$ cat src/rtl/layerio_pingpong_ctrl_pkg.sv
// Shared types for the layer I/O ping-pong controller: the size word width
// and the per-bank occupancy state.
package layerio_pingpong_ctrl_pkg;

    localparam int DIGIT = 16;

    typedef enum logic [1:0] {
        BANK_EMPTY    = 2'd0,
        BANK_FILLING  = 2'd1,
        BANK_FULL     = 2'd2,
        BANK_DRAINING = 2'd3
    } bank_state_e;

endpackage

$ cat src/rtl/layerio_bank_counter.sv
// Size latch plus beat counter for one side (write or read) of the ping-pong:
// holds the layer size, counts accepted beats and flags the final beat.
module layerio_bank_counter
    import layerio_pingpong_ctrl_pkg::*;
#(
    parameter int DEPTH = 4096,
    parameter int AW    = $clog2(DEPTH)
) (
    input  logic             clk,
    input  logic             resetn,
    input  logic [DIGIT-1:0] size_i,
    input  logic             sample_i,
    input  logic             beat_i,
    output logic [AW-1:0]    count_o,
    output logic             size_nz_o,
    output logic             size_over_o,
    output logic             last_o
);

    logic [DIGIT-1:0] size_q, size_d;
    logic [AW-1:0]    count_q, count_d;

    assign count_o     = count_q;
    assign size_nz_o   = (size_q != '0);
    assign size_over_o = (size_q > DIGIT'(DEPTH));
    assign last_o      = (DIGIT'(count_q) == size_q - DIGIT'(1));

    // The final beat wraps the count back to zero for the next layer.
    always_comb begin
        size_d  = size_q;
        count_d = count_q;
        if (sample_i) begin
            size_d = size_i;
        end
        if (beat_i) begin
            count_d = last_o ? '0 : count_q + AW'(1);
        end
    end

    always_ff @(posedge clk) begin
        if (!resetn) begin
            size_q  <= '0;
            count_q <= '0;
        end else begin
            size_q  <= size_d;
            count_q <= count_d;
        end
    end

endmodule

$ cat src/rtl/layerio_pingpong_ctrl.sv
// Two-bank ping-pong controller between a layer writer and a layer reader.
// Handshake: a beat transfers on a cycle where valid and ready are both high.
module layerio_pingpong_ctrl
    import layerio_pingpong_ctrl_pkg::*;
#(
    parameter int DEPTH = 4096,
    parameter int AW    = $clog2(DEPTH)
) (
    input  logic             clk,
    input  logic             resetn,
    input  logic [DIGIT-1:0] wr_size,
    input  logic [DIGIT-1:0] rd_size,
    input  logic             islastlayer,
    input  logic             wr_valid,
    output logic             wr_ready,
    output logic [AW-1:0]    wr_addr,
    output logic             wr_bank,
    input  logic             rd_valid,
    output logic             rd_ready,
    output logic [AW-1:0]    rd_addr,
    output logic             rd_bank,
    output logic             wrote_layer,
    output logic             read_layer,
    output logic [1:0][1:0]  bank_state,
    output logic             size_err
);

    bank_state_e state_q [2];
    bank_state_e state_d [2];
    logic        wr_bank_q, wr_bank_d;
    logic        rd_bank_q, rd_bank_d;
    logic        wrote_q, read_q, size_err_q;

    bank_state_e wr_state, rd_state;
    logic        wr_fire, rd_fire, wr_sample, rd_sample;
    logic        wr_nz, wr_over, wr_last;
    logic        rd_nz, rd_over, rd_last;

    assign wr_state = state_q[wr_bank_q];
    assign rd_state = state_q[rd_bank_q];

    // Ready depends only on registered state, never on the other side's valid.
    assign wr_ready = (wr_state == BANK_EMPTY || wr_state == BANK_FILLING)
                      && wr_nz && !wr_over && !size_err_q;
    assign rd_ready = (rd_state == BANK_FULL || rd_state == BANK_DRAINING) && rd_nz;

    assign wr_fire = wr_valid && wr_ready;
    assign rd_fire = rd_valid && rd_ready;

    // Sizes track the inputs until a layer starts, then freeze for its duration.
    assign wr_sample = (wr_state == BANK_EMPTY) && !wr_fire;
    assign rd_sample = (rd_state != BANK_DRAINING) && !rd_fire;

    layerio_bank_counter #(.DEPTH(DEPTH), .AW(AW)) u_wr_cnt (
        .clk         (clk),
        .resetn      (resetn),
        .size_i      (wr_size),
        .sample_i    (wr_sample),
        .beat_i      (wr_fire),
        .count_o     (wr_addr),
        .size_nz_o   (wr_nz),
        .size_over_o (wr_over),
        .last_o      (wr_last)
    );

    layerio_bank_counter #(.DEPTH(DEPTH), .AW(AW)) u_rd_cnt (
        .clk         (clk),
        .resetn      (resetn),
        .size_i      (rd_size),
        .sample_i    (rd_sample),
        .beat_i      (rd_fire),
        .count_o     (rd_addr),
        .size_nz_o   (rd_nz),
        .size_over_o (rd_over),
        .last_o      (rd_last)
    );

    // Write and read sides can never own the same bank in one cycle, so both
    // updates apply independently.
    always_comb begin
        state_d[0] = state_q[0];
        state_d[1] = state_q[1];
        wr_bank_d  = wr_bank_q;
        rd_bank_d  = rd_bank_q;
        for (int b = 0; b < 2; b++) begin
            if (wr_fire && wr_bank_q == 1'(b)) begin
                state_d[b] = wr_last ? BANK_FULL : BANK_FILLING;
            end
            if (rd_fire && rd_bank_q == 1'(b)) begin
                state_d[b] = rd_last ? BANK_EMPTY : BANK_DRAINING;
            end
        end
        if (wr_fire && wr_last) begin
            wr_bank_d = ~wr_bank_q;
        end
        if (rd_fire && rd_last) begin
            rd_bank_d = ~rd_bank_q;
        end
    end

    always_ff @(posedge clk) begin
        if (!resetn) begin
            state_q[0] <= BANK_EMPTY;
            state_q[1] <= BANK_EMPTY;
            wr_bank_q  <= 1'b0;
            rd_bank_q  <= 1'b0;
            wrote_q    <= 1'b0;
            read_q     <= 1'b0;
            size_err_q <= 1'b0;
        end else begin
            state_q[0] <= state_d[0];
            state_q[1] <= state_d[1];
            wr_bank_q  <= wr_bank_d;
            rd_bank_q  <= rd_bank_d;
            wrote_q    <= wr_fire && wr_last && !islastlayer;
            read_q     <= rd_fire && rd_last;
            size_err_q <= size_err_q || wr_over || rd_over;
        end
    end

    assign wr_bank     = wr_bank_q;
    assign rd_bank     = rd_bank_q;
    assign wrote_layer = wrote_q;
    assign read_layer  = read_q;
    assign size_err    = size_err_q;
    assign bank_state  = {state_q[1], state_q[0]};

endmodule
$ cat config.mk
export PLATFORM = sky130hd
export DESIGN_NAME = layerio_pingpong_ctrl
export DESIGN_NICKNAME = d
export VERILOG_FILES = /design/src/rtl/layerio_pingpong_ctrl_pkg.sv /design/src/rtl/layerio_bank_counter.sv /design/src/rtl/layerio_pingpong_ctrl.sv
export SDC_FILE = /design/constraint.sdc
export NUM_CORES = 1
export LEC_CHECK = 0
export CAP_MARGIN = 40
export CORE_MARGIN = 2
export CORE_UTILIZATION = 52
export CTS_BUF_LIST = sky130_fd_sc_hd__clkbuf_16
export DETAILED_ROUTE_END_ITERATION = 10
export PLACE_DENSITY = 0.79
export SLEW_MARGIN = 20
export SYNTH_ARGS = -nofsm -noshare
export SYNTH_HDL_FRONTEND = slang
export SYNTH_SLANG_ARGS = --single-unit
$ cat constraint.sdc
create_clock -name clk -period 7.9 [get_ports clk]
set_input_delay 0.79 -clock clk [delete_from_list [all_inputs] [get_ports clk]]
set_output_delay 0.79 -clock clk [all_outputs]
set_load 0.02 [all_outputs]
## Yosys cells after proc, flatten, opt, wreduce, memory -nomap -nowiden

Memory sizes are Yosys's and may differ from the RTL's. A register that Yosys moved wholly into a read port is not among the register bits.
Cells that the tools add are included.

- $add $sub $neg: 4
- Magnitude comparators: 2
- Equality and inequality tests: 6
- Mux-type cells: 16
- Bitwise gates (word level): 4
- Reduce and logical (&&, ||, !) cells: 27

Operators by type and width:

| kind | count |
|---|---|
| 12-bit by 16-bit equality test with 1-bit output | 2 |
| 16-bit by 13-bit greater-than comparator with 1-bit output (second input constant) | 2 |
| 16-bit nonzero test | 2 |
| 16-bit by 1-bit subtractor with 16-bit output (second input constant) | 2 |
| 12-bit by 1-bit adder with 12-bit output (second input constant) | 2 |
| 12-bit 2-to-1 mux | 2 |
| 2-bit 2-to-1 mux | 8 |
| 1-bit logical AND | 15 |
| 1-bit 2-to-1 mux | 6 |
| 1-bit zero test | 5 |
| 2-bit equality test (second input constant) | 2 |
| 1-bit logical OR | 4 |
| 2-bit by 1-bit equality test with 1-bit output (second input constant) | 1 |
| 2-bit zero test | 1 |
| 2-bit != test (second input constant) | 1 |
| 1-bit NOT | 2 |
| 1-bit bitwise OR | 2 |

- Register bits after elaboration: 61
- Memory bits (writable): 4
- Bits of input ports: 37
- Output and inout port bits: 35
- Logic and storage cells: 69
- Memories kept: 1

Memory list:

| name | depth | width | rd ports | clocked after Yosys merged registers in | wr ports | RTL line | text |
|---|---|---|---|---|---|---|---|
| state_q | 2 | 2 | 4 | 2 | 2 | layerio_pingpong_ctrl.sv:28 | `bank_state_e state_q [2];` |

## Depth between registers and ports, before layout

Gate-level depths: netlist (run 1).

- Depth in word-level cells: 10
- Depth in mapped cells: 10
- Mapped depth without buffers: 9

## By module

A second synthesis (run 1) with hierarchy kept.

- Cell total of the unflattened synthesis: 482
- Area total of the unflattened synthesis: 4155.2 um^2

By module, submodules not included:

| module | times used | cells an instance | area an instance (um^2) | sequential area each (um^2) |
|---|---|---|---|---|
| layerio_bank_counter | 2 | 212 | 1813.0 | 560.5 |
| layerio_pingpong_ctrl | 1 | 58 | 529.3 | 220.2 |

## Worst setup path before layout (run 1)

Ideal clock, no wire load.

- Kind: register to register
- Start point: register u_rd_cnt.size_q[0]
- End point: register u_rd_cnt.size_q[10]
- Setup time: 0.128 ns
- Data arrival time: 2.584 ns
- Required time: 7.772 ns
- Path slack: 5.188 ns
- Cell stages (with the launch flop): 10
- Path buffers: 1
- Period minus slack after synthesis: 2.712 ns
- Path through: dfxtp_1 -> inv_1 -> ha_1 -> or4b_1 -> nor4_4 -> nor2_1 -> a311oi_4 -> buf_6 -> mux2i_1 -> nor2_1

- Cells in the longest elaborated chain, start to end: 5

RTL lines:

| item | RTL line | text |
|---|---|---|
| start, declared | layerio_bank_counter.sv:20 | `logic [DIGIT-1:0] size_q, size_d;` |
| start signal, assigned | layerio_bank_counter.sv:45 | `size_q <= size_d;` |
| 16-bit nonzero test | layerio_bank_counter.sv:24 | `assign size_nz_o = (size_q != '0);` |
| 1-bit logical AND | layerio_pingpong_ctrl.sv:45 | `assign rd_ready = (rd_state == BANK_FULL \|\| rd_state == BANK_DRAINING) && rd_nz;` |
| 1-bit logical AND | layerio_pingpong_ctrl.sv:48 | `assign rd_fire = rd_valid && rd_ready;` |
| 1-bit zero test | layerio_pingpong_ctrl.sv:52 | `assign rd_sample = (rd_state != BANK_DRAINING) && !rd_fire;` |
| 1-bit logical AND | layerio_pingpong_ctrl.sv:52 |  |

No other way between the ends.
A chain may end at the register's enable or synchronous reset.

## Final worst setup path (run 1)

- Start point: register u_wr_cnt.size_q[0]
- End point: output wr_ready

- Cells in the longest elaborated chain, start to end: 4
- Elaborated cells between the ends (all ways): 6
- Classes of those cells: order compare: 1; reduce/logical: 5

RTL lines:

| item | RTL line | text |
|---|---|---|
| start, declared | layerio_bank_counter.sv:20 |  |
| start signal, assigned | layerio_bank_counter.sv:45 |  |
| 16-bit by 13-bit greater-than comparator with 1-bit output or 16-bit nonzero test (tied branches) | layerio_bank_counter.sv:25, layerio_bank_counter.sv:24 |  |
| 1-bit zero test or 1-bit logical AND (tied branches) | layerio_pingpong_ctrl.sv:44 | `&& wr_nz && !wr_over && !size_err_q;` |
| 1-bit logical AND * (2 in a row) | layerio_pingpong_ctrl.sv:44 |  |
| end, declared | layerio_pingpong_ctrl.sv:15 | `output logic wr_ready,` |

Every way passes the cells marked *; elsewhere a longest branch is shown, timed or not.

==> flow_summary.json, run 1 <==
{
  "outcome": "finished clean",
  "gp_congestion": 0.9157,
  "cts-htree-levels": 3,
  "r2r_slack_ps": 4630,
  "clkTransAtPathRegs_ps": 50,
  "synth_top_family_by_area": "simple AND/OR/NAND/NOR gates",
  "cts_tree": "yes",
  "critPathKind": "flip-flop to primary output",
  "endpoint_kind": "primary output",
  "drc": 0,
  "routedWlPerCell_um": 15.57,
  "layout_common_cells": "nor2_1, clkdlybuf4s50_1, dfxtp_1, mux2i_1, xor2_1",
  "numCtsBuffers": 9,
  "met3_length_um": 560,
  "r2r-start": "u_wr_cnt.size_q[0]$_SDFFE_PN0P_",
  "syn_inst": 456,
  "synth-compound-area-share": 0.1019,
  "cp.required_ps": 7110,
  "fin_util": 0.6790,
  "postCtsResizedCells": 0,
  "skew_ps": 4.243,
  "maxCapViolCount": 0,
  "routed_wl_mm": 9.687,
  "core_sq_um": 7253,
  "worstPathCellList": "inv_1 > ha_1 > or3b_2 > o31ai_1 > and2_1 > and3_1 > clkdlybuf4s50_1",
  "clkSinkCount": 67,
  "nFillCells": 604,
  "ys_types": 64,
  "via_count": 3589,
  "die_x_um": 90.77,
  "cp-endpoint": "wr_ready",
  "slowest_stage": "clkdlybuf4s50_1",
  "drtPass1Iterations": 4,
  "grt_pass1_wl_mm": 15.66,
  "p_clk_frac": 0.404,
  "p_leak_uw": 0.001903,
  "fin_setup_tns_ps": 0,
  "via_per_inst": 5.770,
  "peakVddDrop_v": 0.0001222,
  "ctsHoldBuffers": 0,
  "top_layer": "met4",
  "sw_frac_of_total": 0.2738,
  "drive_above_1_share": 0.07457,
  "grt_antenna_before_repair": 0,
  "synth_xor_area_frac": 0.1051,
  "avgSynthCellArea_sq_um": 8.586,
  "min_path_type": "flip-flop to flip-flop",
  "grt_overflow_total": 0,
  "syn_area_sq_um": 3915,
  "grt_max_degree": 37,
  "fin_area_sq_um": 4925,
  "dp_slack_ps": 4572,
  "ant_nets": 0,
  "p_int_uw": 630.4,
  "power_density_nw_per_um2": 176.3,
  "r2r-end": "u_wr_cnt.size_q[2]$_SDFFE_PN0P_",
  "clock.fmax_mhz": 270.3,
  "dr_wl_met2_mm": 4.181,
  "p_seq_frac": 0.431,
  "yosysSeqAreaShare": 0.3426,
  "worst_pin_slew_ps": 857.9,
  "rsz0062_at_grt": "no",
  "synth_warnings": 0,
  "ys.flop_type": "dfxtp_1",
  "post-dp-hpwl_mm": 6.997,
  "cp-start-kind": "flip-flop",
  "placed_cells": 605,
  "synth_seq_cells": 67,
  "synth_async_sr_flop_share": 0,
  "clk_latency_ps": 330,
  "ios": 72,
  "power_frac_comb": 0.165,
  "fin_ws_ps": 4201,
  "slew_headroom": 0.4228,
  "yosys.area_share.simple": 0.3001,
  "cts_post_setup_buffers_inserted": 0,
  "synth_fa_ha_area_frac": 0.01278,
  "hold_viol": 0,
  "die_area_sq_um": 8239,
  "grt_pass1_vias": 3269,
  "met1_length_mm": 4.778,
  "power.switching_uw": 237.7,
  "syn2layout_area_growth_pct": 25.79,
  "final_cells": 622,
  "cts-root-buf": "clkbuf_16",
  "rows": 31,
  "grt_use_total": 0.2320,
  "drtIter0Drc": 266,
  "synth_edf_count": 0,
  "diodes": 0,
  "cp.arrival_ps": 2910,
  "clockBufferDepth": 2,
  "io_buffer_count": 71,
  "initial_core_util": 0.5398,
  "synthMuxAreaShare": 0.09460,
  "ff2ff_path_depth": 9,
  "period_minus_slack_ps": 3699,
  "synth_nets": 497,
  "setup_viol": 0,
  "finalCritPeriodShare": 0.4682,
  "fin_nets": 559,
  "placed_cell_area_sq_um": 4657,
  "cp_max_fo": 8,
  "slowest_delay_ps": 610,
  "slew_viol_final": 0,
  "dieHeight_um": 90.77,
  "cp-startpoint": "u_wr_cnt.size_q[0]$_SDFFE_PN0P_"
}
critical path, delay by kind of cell (launching register included):
family,cells,cell delay [ps]
DFF,1,350
adders and majority gates,1,270
AOI/OAI and AO/OA,1,390
buffers and inverters,2,680
and+or+nand+nor,3,890
power by group through the flow:
stage	registers (uW)	logic [uW]	clock network, uW
after floorplan	372	105	0
after global placement	379	136	0
after detailed placement	380	141	0
after CTS	373	143	352
after global routing	376	157	367
final	374	143	351
cell usage after synthesis (2+ instances only):
master	number	area, sq um
nor2_1	71	266.5
dfxtp_1	67	1341
mux2i_1	37	370.4
xor2_1	26	227.7
nand2_1	21	78.83
xnor2_1	21	183.9
nand4_1	20	125.1
nor3_1	15	75.07
clkbuf_1	14	52.55
and3_1	12	75.07
nand3_1	11	55.05
a21oi_1	10	50.05
nor4_1	10	62.56
inv_1	9	33.78
nor2_2	7	43.79
o21ai_0	7	35.03
a211oi_1	6	45.04
buf_2	6	30.03
nand2b_1	6	37.54
or3_1	6	37.54
ha_1	4	50.05
nand3b_1	4	30.03
nor2b_1	4	25.02
or4_1	4	30.03
a31oi_1	3	18.77
nor3b_1	3	22.52
nor4b_1	3	26.28
a2111oi_0	2	17.52
a41oi_1	2	17.52
and2_1	2	12.51
and4_1	2	17.52
buf_6	2	22.52
nor4bb_1	2	20.02
o211ai_1	2	15.01
o21a_1	2	15.01
o311ai_0	2	17.52
o31ai_1	2	15.01
or2_2	2	12.51
or4_4	2	22.52
cell type report:
class,instances,area [sq um],area share
flip-flops and latches,67,1341,0.2724
clock buffers,9,225.2,0.04573
inverters,10,37.54,0.007622
repair buffers,75,755.7,0.1535
multi-input cells,355,2406,0.4886
clock inverters,7,35.03,0.007114
well taps,99,123.9,0.02515
registers in the layout, indices dropped and copies added, names as in the netlist, named ones only:
register          count
rd_bank               1
size_err              1
u_rd_cnt.count_o     12
wr_bank               1
state_q               4
read_layer            1
u_rd_cnt.size_q      16
u_wr_cnt.size_q      16
u_wr_cnt.count_o     12
wrote_layer           1
worst min-delay path by stage:
stage,slack (ps),to,depth (start not counted),startpoint
floorplan,490,u_wr_cnt.size_q[14]$_SDFFE_PN0P_,2,u_wr_cnt.size_q[14]$_SDFFE_PN0P_
global placement,510,u_wr_cnt.size_q[14]$_SDFFE_PN0P_,2,u_wr_cnt.size_q[14]$_SDFFE_PN0P_
detailed placement,550,u_wr_cnt.size_q[15]$_SDFFE_PN0P_,2,u_wr_cnt.size_q[15]$_SDFFE_PN0P_
CTS,550,u_wr_cnt.size_q[15]$_SDFFE_PN0P_,2,u_wr_cnt.size_q[15]$_SDFFE_PN0P_
global route,580,u_wr_cnt.size_q[15]$_SDFFE_PN0P_,2,u_wr_cnt.size_q[15]$_SDFFE_PN0P_
finish,560,u_wr_cnt.size_q[15]$_SDFFE_PN0P_,2,u_wr_cnt.size_q[15]$_SDFFE_PN0P_
kinds of logic after synthesis:
| kind of cell | count (synthesis) |
|---|---|
| AOI/OAI and AO/OA | 52 |
| xor gates and xnor gates | 47 |
| adders and majority gates | 4 |
| buffers and inverters | 34 |
| DFF | 67 |
| muxes | 37 |
| and+or+nand+nor | 215 |
layer usage:
layer  GRT usage  up-vias
li1            -     1765
met1      0.3318     1699
met2      0.3427      110
met3     0.04508       15
met4     0.09217        0
met5           0        -
metrics by stage:
step | hold WS, ps | power [uW]
2_1_floorplan | 487.9 | 477.1
3_3_place_gp | 506.0 | 515.6
3_5_place_dp | 545.5 | 521.5
4_1_cts | 554.5 | 867.8
5_1_grt | 579.9 | 900.5
6_report | 559.5 | 868.2
No activity file was read; power rests on OpenSTA's default activity.
==> run 2, diff against run 1 <==
CORE_UTILIZATION = 48   (was 52)
PLACE_DENSITY = 0.77   (was 0.79)
clock period = 3.15 ns   (was 7.9 ns; I/O delays follow)
==> run 2 against run 1 <==
  * Global-route usage is 0.079 points lower
  * Via count increased by 2.0%
  * Die area is 8.0% higher
  * Register-to-register slack got worse by 4400 ps
  * Largest cell class unchanged
  * Critical endpoint is now rd_ready
  * Power grew to 2.8 times the previous value
  * Critical path depth fell by 1
  * Setup slack got worse by 4000 ps
  * Critical path type unchanged
  * Routed wire length is 5.0% higher
==> flow_summary.json, run 2 (synthesis gave the netlist of run 1 again) <==
{
  "drtIter0Drc": 312,
  "power_density_nw_per_um2": 484.2,
  "slew_headroom": 0.4516,
  "core_sq_um": 7807,
  "via_per_inst": 5.820,
  "ios": 72,
  "numCtsBuffers": 9,
  "p_total_uw": 2437,
  "clkSinkCount": 67,
  "placed_cells": 613,
  "gp_congestion": 0.8733,
  "fin_nets": 563,
  "peakVddDrop_v": 0.0002647,
  "grt_pass1_wl_mm": 16.16,
  "clockBufferDepth": 2,
  "diodes": 0,
  "syn2layout_area_growth_pct": 28.54,
  "io_buffer_count": 71,
  "cp.required_ps": 2830,
  "fin_setup_tns_ps": 0,
  "rsz0062_at_grt": "no",
  "cts-htree-levels": 3,
  "p_clk_frac": 0.464,
  "cp_max_fo": 7,
  "rows": 32,
  "routedWlPerCell_um": 16.17,
  "maxCapViolCount": 0,
  "setup_viol": 0,
  "post-dp-hpwl_mm": 7.206,
  "final_cells": 629,
  "power_frac_comb": 0.151,
  "drive_above_1_share": 0.08349,
  "clk_latency_ps": 330,
  "min_path_type": "flip-flop to flip-flop",
  "cts_post_setup_buffers_inserted": 0,
  "grt_overflow_total": 0,
  "skew_ps": 8.284,
  "drc": 0,
  "sw_frac_of_total": 0.2505,
  "p_int_uw": 1826,
  "die_area_sq_um": 8894,
  "ant_nets": 0,
  "dieHeight_um": 94.31,
  "cp.arrival_ps": 2660,
  "endpoint_kind": "primary output",
  "hold_viol": 0,
  "grt_use_total": 0.2312,
  "top_regs": "u_rd_cnt.size_q: 16 flops, u_wr_cnt.size_q: 16 flops",
  "layout_common_cells": "nor2_1, clkdlybuf4s50_1, dfxtp_1, mux2i_1, xor2_1",
  "outcome": "finished clean",
  "cts-root-buf": "clkbuf_16",
  "cp-start-kind": "flip-flop",
  "p_seq_frac": 0.385,
  "grt_pass1_vias": 3326,
  "grt_antenna_before_repair": 0,
  "slew_viol_final": 0,
  "drtPass1Iterations": 5,
  "grt_max_degree": 23,
  "die_x_um": 94.31,
  "placed_cell_area_sq_um": 4683,
  "cts_tree": "yes",
  "clkTransAtPathRegs_ps": 50,
  "power.switching_uw": 610.3,
  "worst_pin_slew_ps": 816.3,
  "clock.fmax_mhz": 336.5,
  "period_minus_slack_ps": 2972,
  "whs_ps": 533.8,
  "p_leak_uw": 0.001957,
  "critPathKind": "flip-flop to primary output",
  "final_common_cell": "nor2_1",
  "routed_wl_mm": 10.17,
  "finalCritPeriodShare": 0.9435,
  "fin_area_sq_um": 5032,
  "via_count": 3661,
  "initial_core_util": 0.5014
}
[run 2: changes by cell type in the layout (fill, tap and decap cells not counted), moves of 2 or more]
cell and change:
buf_8 -2, bufinv_16 +3, clkinv_1 +3, buf_4 +6, clkinv_2 -6
[run 2: final timing paths]
check | slack [ps] | endpoint | startpoint | cells past startpoint
max | 180 | rd_ready | u_rd_cnt.size_q[0]$_SDFFE_PN0P_ | 6
min | 530 | u_wr_cnt.size_q[14]$_SDFFE_PN0P_ | u_wr_cnt.size_q[14]$_SDFFE_PN0P_ | 2
max reg2reg | 240 | flip-flop | u_rd_cnt.size_q[0]$_SDFFE_PN0P_ | 9
min reg2reg | 530 | u_wr_cnt.size_q[14]$_SDFFE_PN0P_ | u_wr_cnt.size_q[14]$_SDFFE_PN0P_ | 2
[run 2: critical path, stage by stage (launching register included)]
cell and delay, ps:
dfxtp_1 350, inv_1 80, ha_1 290, or4b_1 580, nor4_4 400, nor2_1 80
clkdlybuf4s50_1 540
[run 2: per-layer routing]
metal / share of wire / up-vias / wire [um] / global-route usage
met5: 0 / - / 0 / 0
met4: 0.021 / 0 / 210 / 0.08454
met3: 0.073 / 20 / 743 / 0.05618
met2: 0.45 / 171 / 4541 / 0.3530
met1: 0.46 / 1691 / 4678 / 0.3173
li1: - / 1779 / - / -
[run 2: through the flow]
step / worst slack (ps) / util
detailed placement: 122.8 / 0.5998
finish: 178.0 / 0.6446
floorplan: 437.9 / -
global placement: 308.3 / 0.5998
global route: 69.59 / 0.6446
CTS: 33.50 / 0.6433
[run 2: power groups by stage]
stage                     combinational, uW  clock, uW  sequential [uW]
after global routing                    401       1180              944
after floorplan                         264          0              933
after detailed placement                357          0              954
after CTS                               365       1140              936
after global placement                  349          0              951
final                                   368       1130              938
[run 2: repair_timing]
action | CTS | global route
setup endpoints to repair | 1 | 13
hold buffers | 0 | 0
pin swaps | 0 | 0
gates resized for setup | 2 | 3
[run 2: final cells by class]
cell class                 count  area, sq um
clock buffer                   9        225.2
clock inverter                 7        106.4
fill                         640         2775
inverter                      10        37.54
multi-input combinational    355         2421
sequential                    67         1341
tap                          102        127.6
timing repair buffer          79        773.2
==> run 3, diff against run 2 <==
clock period = 2.7 ns   (was 3.15 ns; I/O delays follow)
==> run 3 against run 2 <==
  * Combinational power grew 36%
  * Clock skew down 1.1 ps
  * Non-clock buffer count up 26
==> flow_summary.json, run 3 (synthesis gave the netlist of run 1 again) <==
{
  "routed_wl_mm": 10.79,
  "dp_slack_ps": 50.24,
  "fin_ws_ps": 76.33,
  "die_x_um": 94.31,
  "fin_nets": 589,
  "initial_core_util": 0.5014,
  "cts-root-buf": "clkbuf_16",
  "p_leak_uw": 0.002117,
  "drtIter0Drc": 239,
  "clockBufferDepth": 2,
  "gp_congestion": 0.9362,
  "clk_latency_ps": 330,
  "core_sq_um": 7807,
  "cp_common_cell": "or4_4",
  "fin_util": 0.6772,
  "cp_max_fo": 3,
  "clkTransAtPathRegs_ps": 60,
  "top_regs": "u_rd_cnt.size_q: 16 flops, u_wr_cnt.size_q: 16 flops",
  "post-dp-hpwl_mm": 7.937,
  "clkSinkCount": 67,
  "worst_pin_slew_ps": 679.5,
  "critPathTopFamily": "simple AND/OR/NAND/NOR gates",
  "worstPathCellList": "or4_4 > or4_4 > o31a_1 > o22ai_2 > nor4b_4 > buf_4 > nand3_1 > a21oi_1",
  "period_minus_slack_ps": 2624,
  "path_buf_inv": 1,
  "cp-start-kind": "flip-flop",
  "setup_viol": 0,
  "numCtsBuffers": 9,
  "rows": 32,
  "outcome": "finished clean",
  "peakVddDrop_v": 0.0004111,
  "slowest_delay_ps": 570,
  "grt_overflow_total": 0,
  "cts-htree-levels": 3,
  "grt_antenna_before_repair": 0,
  "grt_use_total": 0.2527,
  "slew_viol_final": 0,
  "grt_pass1_vias": 3701,
  "drtPass1Iterations": 5,
  "clock.fmax_mhz": 381.1,
  "finalCritPeriodShare": 0.9717,
  "skew_ps": 7.176,
  "hold_viol": 0,
  "drive_above_1_share": 0.1338,
  "min_path_type": "flip-flop to flip-flop",
  "whs_ps": 543.1,
  "drc": 0,
  "grt_pass1_wl_mm": 17.70,
  "dieHeight_um": 94.31,
  "slew_headroom": 0.5442,
  "via_per_inst": 5.831,
  "diodes": 0,
  "cts_tree": "yes",
  "critPathKind": "flip-flop to flip-flop",
  "routedWlPerCell_um": 16.48,
  "slowest_stage": "or4_4",
  "maxCapViolCount": 0,
  "power_density_nw_per_um2": 569.8,
  "ios": 72,
  "via_count": 3819,
  "endpoint_kind": "flip-flop",
  "grt_max_degree": 19,
  "die_area_sq_um": 8894,
  "cp.arrival_ps": 2890,
  "layout_common_cells": "nor2_1, clkdlybuf4s50_1, dfxtp_1, mux2i_1, buf_4",
  "io_buffer_count": 71,
  "ant_nets": 0,
  "cp.required_ps": 2960,
  "syn2layout_area_growth_pct": 35.06,
  "final_common_cell": "nor2_1"
}
run 3: cell types whose count changed in the layout (fill, tap and decap cells not counted), moves of 2 or more:
cell and change:
buf_4 +23, clkinv_1 -3, buf_12 +2, clkinv_4 +2
run 3: layout make-up:
class | instances | area [sq um]
Multi-Input combinational cell | 355 | 2425
Timing Repair Buffer | 105 | 988.4
Fill cell | 624 | 2520
Clock inverter | 7 | 141.4
Inverter | 10 | 37.54
Tap cell | 102 | 127.6
Sequential cell | 67 | 1343
Clock buffer | 9 | 225.2
run 3: timing repair:
item	in CTS	in global routing
gates resized for setup	5	7
hold buffers	0	0
pin swaps	0	2
endpoints found under the setup margin	2	46
cloned	0	0
buffers inserted	0	2
run 3: through the flow:
stage | power [uW] | area (sq um) | setup TNS, ps | cells
after floorplan | 1396 | 3915 | 0 | 456
after global placement | 1562 | 4888 | 0 | 637
after detailed placement | 1578 | 4888 | 0 | 637
after CTS | 3011 | 5259 | 0 | 653
after global routing | 3108 | 5288 | -20.39 | 655
final | 3013 | 5288 | 0 | 655
run 3: final timing paths:
kind | from | endpoint | slack, ps | depth (start not counted)
worst max-delay path | u_wr_cnt.size_q[5]$_SDFFE_PN0P_ | wr_bank$_SDFFE_PN0P_ | 80 | 8
worst min-delay path | u_wr_cnt.size_q[14]$_SDFFE_PN0P_ | u_wr_cnt.size_q[14]$_SDFFE_PN0P_ | 540 | 2
worst max register to register | u_wr_cnt.size_q[5]$_SDFFE_PN0P_ | wr_bank$_SDFFE_PN0P_ | 80 | 8
worst min register to register | u_wr_cnt.size_q[14]$_SDFFE_PN0P_ | u_wr_cnt.size_q[14]$_SDFFE_PN0P_ | 540 | 2
run 3: where the power goes:
| part | total [uW] | internal (uW) | switching (uW) | leakage, uW |
|---|---|---|---|---|
| combinational | 501 | 250 | 251 | 0.00139 |
| sequential | 1080 | 1030 | 51.0 | 0.000549 |
| clock | 1430 | 995 | 437 | 0.000181 |
run 3: layer usage:
layer | share of wire | vias up | global-route usage | wire (um)
met2 | 0.49 | 158 | 0.4363 | 5281
li1 | - | 1820 | - | -
met5 | 0 | - | 0 | 0
met3 | 0.065 | 27 | 0.04414 | 701
met4 | 0.024 | 0 | 0.09058 | 262
met1 | 0.42 | 1814 | 0.3162 | 4547
run 3: worst register-to-register path, delay by kind of cell, from the launching register on:
family | cells | cell delay (ps)
AOI/OAI and AO/OA | 3 | 590
buffers and inverters | 1 | 170
DFF | 1 | 310
and+or+nand+nor | 4 | 1490
